[config.mk]
export PLATFORM = sky130hd
export DESIGN_NAME = iprf_busy_table
export DESIGN_NICKNAME = d
export VERILOG_FILES = /design/src/rtl/iprf_busy_table.sv
export SDC_FILE = /design/constraint.sdc
export NUM_CORES = 1
export LEC_CHECK = 0
export CELL_PAD_IN_SITES_DETAIL_PLACEMENT = 1
export CELL_PAD_IN_SITES_GLOBAL_PLACEMENT = 1
export CORE_ASPECT_RATIO = 0.6
export CORE_UTILIZATION = 38
export DETAILED_ROUTE_END_ITERATION = 6
export PLACE_DENSITY_LB_ADDON = 0.1
export SLEW_MARGIN = 20
export SYNTH_ARGS = -nofsm -noshare
export SYNTH_HDL_FRONTEND = slang
export SYNTH_SLANG_ARGS = --single-unit
[constraint.sdc]
create_clock -name clk -period 9.15 [get_ports clk]
set_clock_uncertainty 0.05 [all_clocks]
set_input_delay 2.745 -clock clk [delete_from_list [all_inputs] [get_ports clk]]
set_output_delay 2.745 -clock clk [all_outputs]
set_load 0.02 [all_outputs]
[src/rtl/iprf_busy_table.sv]
// Integer PRF busy table: one busy bit per physical register plus a live count.
// Optional macro IPRF_BUSY_BYPASS_EN adds same-cycle writeback bypass on reads.
package iprf_pkg;
  localparam int IPRF_NUM_WRITES_DEF = 3;
  localparam int IPRF_PDST_W = 6;

  typedef struct packed {
    logic [IPRF_PDST_W-1:0] pdst;
    logic [63:0]            data;
  } t_prf_wr_pkt;
endpackage

module iprf_busy_table
  import iprf_pkg::*;
#(
  parameter int IPRF_NUM_ENTS   = 64,
  parameter int IPRF_NUM_WRITES = IPRF_NUM_WRITES_DEF,
  localparam int IDX_W = $clog2(IPRF_NUM_ENTS),
  localparam int CNT_W = IDX_W + 1
) (
  input  logic                       clk,
  input  logic                       reset_n,
  input  logic                       alloc_en,
  input  logic [IDX_W-1:0]           alloc_pdst,
  input  logic [IPRF_NUM_WRITES-1:0] iprf_wr_en_ro0,
  input  t_prf_wr_pkt                iprf_wr_pkt_ro0 [IPRF_NUM_WRITES],
  input  logic                       flush,
  input  logic [IDX_W-1:0]           rd_psrc1,
  input  logic [IDX_W-1:0]           rd_psrc2,
  output logic                       rd_psrc1_pend,
  output logic                       rd_psrc2_pend,
  output logic [CNT_W-1:0]           pend_count
);

  logic [IPRF_NUM_ENTS-1:0] busy;
  logic [IPRF_NUM_ENTS-1:0] busy_nxt;
  logic [IPRF_NUM_ENTS-1:0] set_hit;
  logic [IPRF_NUM_ENTS-1:0] clr_hit;
  logic [IPRF_NUM_ENTS-1:0] clr_eff;
  logic [CNT_W-1:0]         inc;
  logic [CNT_W-1:0]         dec;
  logic [CNT_W-1:0]         cnt_nxt;
  logic                     wb_hit1;
  logic                     wb_hit2;

  logic [IPRF_NUM_WRITES*64-1:0] unused_data;

  always_comb begin
    unused_data = '0;
    for (int w = 0; w < IPRF_NUM_WRITES; w++)
      unused_data[w*64 +: 64] = iprf_wr_pkt_ro0[w].data;
  end

  // Register 0 is hardwired ready, so its set is suppressed here.
  always_comb begin
    set_hit = '0;
    clr_hit = '0;
    for (int i = 1; i < IPRF_NUM_ENTS; i++) begin
      set_hit[i] = alloc_en && (int'(alloc_pdst) == i);
      for (int w = 0; w < IPRF_NUM_WRITES; w++)
        if (iprf_wr_en_ro0[w] && (int'(iprf_wr_pkt_ro0[w].pdst) == i))
          clr_hit[i] = 1'b1;
    end
  end

  always_comb begin
    clr_eff = busy & clr_hit & ~set_hit;
    inc     = '0;
    dec     = '0;
    for (int i = 0; i < IPRF_NUM_ENTS; i++) begin
      inc = inc + CNT_W'(set_hit[i] & ~busy[i]);
      dec = dec + CNT_W'(clr_eff[i]);
    end
    cnt_nxt  = pend_count + inc - dec;
    busy_nxt = set_hit | (busy & ~clr_hit);
    busy_nxt[0] = 1'b0;
    if (flush) begin
      busy_nxt = '0;
      cnt_nxt  = '0;
    end
  end

  always_ff @(posedge clk or negedge reset_n) begin
    if (!reset_n) begin
      busy       <= '0;
      pend_count <= '0;
    end else begin
      busy       <= busy_nxt;
      pend_count <= cnt_nxt;
    end
  end

  always_comb begin
    wb_hit1 = 1'b0;
    wb_hit2 = 1'b0;
    for (int w = 0; w < IPRF_NUM_WRITES; w++) begin
      if (iprf_wr_en_ro0[w] && (int'(iprf_wr_pkt_ro0[w].pdst) == int'(rd_psrc1)))
        wb_hit1 = 1'b1;
      if (iprf_wr_en_ro0[w] && (int'(iprf_wr_pkt_ro0[w].pdst) == int'(rd_psrc2)))
        wb_hit2 = 1'b1;
    end
  end

`ifdef IPRF_BUSY_BYPASS_EN
  assign rd_psrc1_pend = busy[rd_psrc1] & ~wb_hit1;
  assign rd_psrc2_pend = busy[rd_psrc2] & ~wb_hit2;
`else
  logic unused_wb_hit;
  assign unused_wb_hit = wb_hit1 ^ wb_hit2;
  assign rd_psrc1_pend = busy[rd_psrc1];
  assign rd_psrc2_pend = busy[rd_psrc2];
`endif

endmodule
* Word level (Yosys, flattened, before mapping)
Cells that the tools add are included.
** Word-level totals
- Register bits :: 71
- Input bits :: 235
- Output and inout port bits :: 9
- Word-level logic and storage cells :: 962
** Cells by class
- Add/sub/neg operators :: 127
- Magnitude comparators :: 2
- Equality and inequality tests :: 252
- Mux-type cells :: 195
- Bitwise logic cells :: 132
- Reductions and logical operators :: 252
** Operator list (count)
- 6-bit equality test (second input constant) :: 128
- 7-bit adder :: 63
- 1-bit by 7-bit bitwise AND with 7-bit output :: 63
- 1-bit inverter with 7-bit output :: 63
- 7-bit by 1-bit adder with 7-bit output :: 57
- 6-bit by 5-bit equality test with 1-bit output (second input constant) :: 64
- 1-bit logical AND :: 252
- 64-bit bitwise AND :: 3
- 6-bit by 4-bit equality test with 1-bit output (second input constant) :: 32
- 1-bit two-way mux :: 191
- 64-bit inverter :: 2
- 6-bit by 3-bit equality test with 1-bit output (second input constant) :: 16
- 64-bit two-way mux :: 1
- 64-bit OR :: 1
- 6-bit by 2-bit equality test with 1-bit output (second input constant) :: 8
- 6-bit by 1-bit equality test with 1-bit output (second input constant) :: 4
- 6-bit by 7-bit < comparator with 1-bit output (second input constant) :: 2
- 1-bit binary-select mux with 6-bit select :: 2
- 6-bit by 1-bit adder with 7-bit output :: 1
- 7-bit two-way mux :: 1
- 7-bit subtractor :: 1
- 5-bit by 1-bit adder with 6-bit output :: 1
- 4-bit by 1-bit adder with 5-bit output :: 1
- 3-bit by 1-bit adder with 4-bit output :: 1
- 2 further kinds :: 2

* Longest topological paths before layout
- Depth in word-level cells :: 72
- Gate-level depth with buffers :: 31

* Worst setup path after synthesis
Ideal clock, no wire load.
- Path kind :: input to register
- Start point :: in alloc_pdst[2]
- End point :: reg pend_count[5]
- Library setup time :: 0.132 ns
- Arrival :: 10.073 ns
- Setup slack :: -1.105 ns
- Cell stages on the path :: 28
- Buffers on the path :: 1
- Path through :: clkbuf_1 nand2b_1 nor3_1 nand2_1 or2_1 fa_1 inv_1 fa_1 fa_1 inv_1 fa_1 inv_1 fa_1 fa_1 fa_1 inv_1 fa_1 inv_1 fa_1 inv_1 fa_1 inv_1 ha_1 fa_1 a21o_1 a21oi_1 xor2_1 nor2_1
** Between the ends
- Cells in the longest elaborated chain, start to end :: 69
** RTL lines
- start: declaration :: RTL line 24 : input logic [IDX_W-1:0] alloc_pdst,
- branches (longest 67 deep; another with 7-bit adder)
- 7-bit subtractor * :: RTL line 74 : cnt_nxt = pend_count + inc - dec;
- 7-bit two-way mux * :: RTL line 77 : if (flush) begin
- named net cnt_nxt[5] :: RTL line 42 : logic [CNT_W-1:0] cnt_nxt;
- end signal: assignment :: RTL line 89 : pend_count <= cnt_nxt;
- end: declaration :: RTL line 32 : output logic [CNT_W-1:0] pend_count
Mark *: on every way through the listed nets, which the timed path passes.

* Worst setup path after layout
- Start point :: in alloc_pdst[5]
- End point :: reg pend_count[5]
The elaborated chain is that of the path after synthesis.

==> results.sh <==
export IMPL_status="complete, but fails checks"
export IMPL_failed_checks="design-rule violations, negative setup slack"
export IMPL_rows=44
export IMPL_vias=10719
export IMPL_coreArea_um2=24400
export IMPL_wirelength_um=50500
export IMPL_synth_top_cell_area_share=0.255
export IMPL_ys_seq_area_frac=0.184
export IMPL_dp_cells=1741
export IMPL_die_width_um=206
export IMPL_routedWlPerCell_um=28.2
export IMPL_fin_crit_sh=1.13
export IMPL_critPathLaunch="alloc_pdst[5]"
export IMPL_path_max_fanout=7
export IMPL_async_reset_ff_frac=1.00
export IMPL_reg2reg_from="busy[34]$_DFF_PN0_"
export IMPL_cpMaxStageDelayCell="fa_2"
export IMPL_clkTransAtPathRegs_ns=0.07
export IMPL_drv_cap=0
export IMPL_reg2reg_to="pend_count[5]$_DFF_PN0_"
export IMPL_endpoint="pend_count[5]$_DFF_PN0_"
export IMPL_grt_ovfl_total=0
export IMPL_synth_avg_cell_area_um2=8.65
export IMPL_start_kind="input pin"
export IMPL_finalMaxSlewViolations=0
export IMPL_initial_utilization=0.390
export IMPL_swShare=0.432
export IMPL_end_kind="flip-flop"
export IMPL_numCtsBuffers=9
export IMPL_antenna_found_initial=4
export IMPL_yosysTopAreaCell="fa_1"
export IMPL_pwr_share_clk=0.154
export IMPL_h_tree_depth=3
export IMPL_ant_nets=0
export IMPL_die_area_um2=25700
export IMPL_setup_viol=6
export IMPL_drt_pass1_iter_count=7
export IMPL_final_cell_mix="buf_4, nand2_1, inv_1"
export IMPL_synth_nets=1482
export IMPL_hold_path_class="reg2reg"
export IMPL_stdcell_count=1792
export IMPL_layout_drive_gt1_share=0.413
export IMPL_cts_root_buffer="clkbuf_16"
export IMPL_drc=15
export IMPL_cp_arrival_ns=10.51
export IMPL_slowest_delay_ns=0.61
export IMPL_drt_initial_drc_count=1333
export IMPL_max_clock_freq_mhz=96.6
export IMPL_synth_area_leaders="fa_1, dfrtp_1, nand2_1, inv_1, nand3_1"
export IMPL_required_ns=9.32
export IMPL_synth_seq_cells=70
export IMPL_layout_commonest_cell="buf_4"
export IMPL_grtUsageTotal=0.402
export IMPL_worstRegToRegCells=24
export IMPL_yosys_warnings=0
export IMPL_grt_pass1_vias=11052
export IMPL_yosys_most_used_dff="dfrtp_1"
export IMPL_crit_top_cell="fa_2"
export IMPL_vdd_drop_max_v=0.000269
export IMPL_dp_hpwl_um=40000
export IMPL_tightest_slew_ns=1.02
export IMPL_p_sw_mw=1.16
export IMPL_cts_tree="done"
export IMPL_rsz0062_at_grt="yes"
export IMPL_grt_max_degree=71
export IMPL_clockBufferDepth=2
export IMPL_leakagePower_nw=6.24
export IMPL_slew_headroom=0.320
export IMPL_via_per_inst=5.98
export IMPL_r2r_setup_slack_ns=1.31
export IMPL_io_buffers=51
export IMPL_internal_power_mw=1.52
export IMPL_critPathKind="in2reg"
export IMPL_fp_dieH_um=125
export IMPL_comb_power_share=0.713
export IMPL_hold_viol=0
export IMPL_powerDensity_nw_per_um2=190
export IMPL_clock_sinks=70
export IMPL_yosysUniqueCellTypes=49
export IMPL_synth_edff_count=0
export IMPL_syn_to_final_growth_pct=48.5
export IMPL_layout_setup_ws_ns=-1.20
export IMPL_synthCells=1100
export IMPL_fin_nets=1846
export IMPL_period_minus_slack_ns=10.35
export IMPL_gp_congestion=0.997
export IMPL_p_seq_frac=0.133
export IMPL_clk_latency_ns=0.38
export IMPL_grt_first_pass_wirelength_um=72900
export IMPL_io_pins=244
export IMPL_cts_hold_buffers=0
export IMPL_synth_area_um2=9510
export IMPL_p_total_mw=2.68
[registers in the layout, indices dropped and copies added, names as in the netlist]
register,flops
busy,63
pend_count,7
[worst min-delay path by stage]
stage	start	end	slack (ns)	cells past startpoint
global route	busy[41]$_DFF_PN0_	busy[41]$_DFF_PN0_	0.60	2
floorplan	busy[7]$_DFF_PN0_	busy[7]$_DFF_PN0_	0.48	2
detailed placement	busy[7]$_DFF_PN0_	busy[7]$_DFF_PN0_	0.56	2
CTS	busy[7]$_DFF_PN0_	busy[7]$_DFF_PN0_	0.57	2
finish	busy[3]$_DFF_PN0_	busy[3]$_DFF_PN0_	0.58	2
global placement	busy[7]$_DFF_PN0_	busy[7]$_DFF_PN0_	0.53	2
[Yosys cell counts (17+ instances only)]
library cell and instances:
nand2_1 176, inv_1 129, fa_1 121, nand3_1 91, a21oi_1 90, nor2_1 83
dfrtp_1 70, a22oi_1 59, or2_1 29, ha_1 26, nor3_1 26, mux4_2 20
nand2b_1 19, buf_2 18, clkbuf_1 17
[metal layers]
| layer | vias to the layer above | global-route usage | routed length [um] |
|---|---|---|---|
| met5 | - | 0 | 0 |
| met4 | 0 | 0.0904 | 1090 |
| met3 | 83 | 0.130 | 5850 |
| met2 | 656 | 0.573 | 21700 |
| met1 | 5495 | 0.587 | 21900 |
| li1 | 4485 | - | - |
[layout make-up]
type                    count  area [um2]
well taps                 322         403
flip-flops and latches     70        1750
multi-input cells         856        7920
diodes                      1        2.50
repair buffers            398        3240
inverters                 129         484
fillers                  2805       10300
clock inverters             4        52.6
clock buffers              12         267
[critical path, delay by kind of cell]
family / cells / cell delay, ns
and+or+nand+nor: 4 / 0.45
buffers and inverters: 9 / 0.91
AOI/OAI and AO/OA: 3 / 0.40
adders and majority gates: 12 / 5.81
xor gates and xnor gates: 1 / 0.18
[through the flow]
step | setup TNS (ns) | util | cell area [um2] | hold slack (ns) | setup slack, ns
detailed placement | -11.26 | 0.524 | 12800 | 0.556 | -2.06
global route | -6.28 | 0.579 | 14100 | 0.602 | -1.34
CTS | -4.58 | 0.563 | 13700 | 0.568 | -1.09
global placement | -10.31 | 0.524 | 12800 | 0.535 | -1.91
floorplan | -2.19 | - | 9700 | 0.475 | -0.641
finish | -5.55 | 0.579 | 14100 | 0.576 | -1.20
[power by group through the flow]
stage               registers [mW]  clock network (mW)  logic (mW)
floorplan                    0.368                   0       0.981
global placement             0.361                   0        1.53
detailed placement           0.361                   0        1.65
CTS                          0.356               0.413        1.86
global route                 0.359               0.420        2.09
finish                       0.357               0.412        1.91
[what timing repair did]
| action | 4_1_cts | 5_1_grt |
|---|---|---|
| gates resized for setup | 269 | 101 |
| pin swaps | 46 | 54 |
| buffers inserted | 20 | 15 |
| setup endpoints to repair | 7 | 6 |
| cloned | 1 | 1 |
[cells by family (layout without fill, tap and decap cells)]
kind of cell,count (synthesis),count (layout),synth area share
AOI/OAI and AO/OA,184,184,0.120
xor gates and xnor gates,10,10,0.00921
adders and majority gates,147,147,0.289
buffers and inverters,174,543,0.0772
DFF,70,70,0.184
muxes,41,41,0.0868
other,0,1,0
and+or+nand+nor,474,474,0.234
Power figures use the tool's default switching activity.
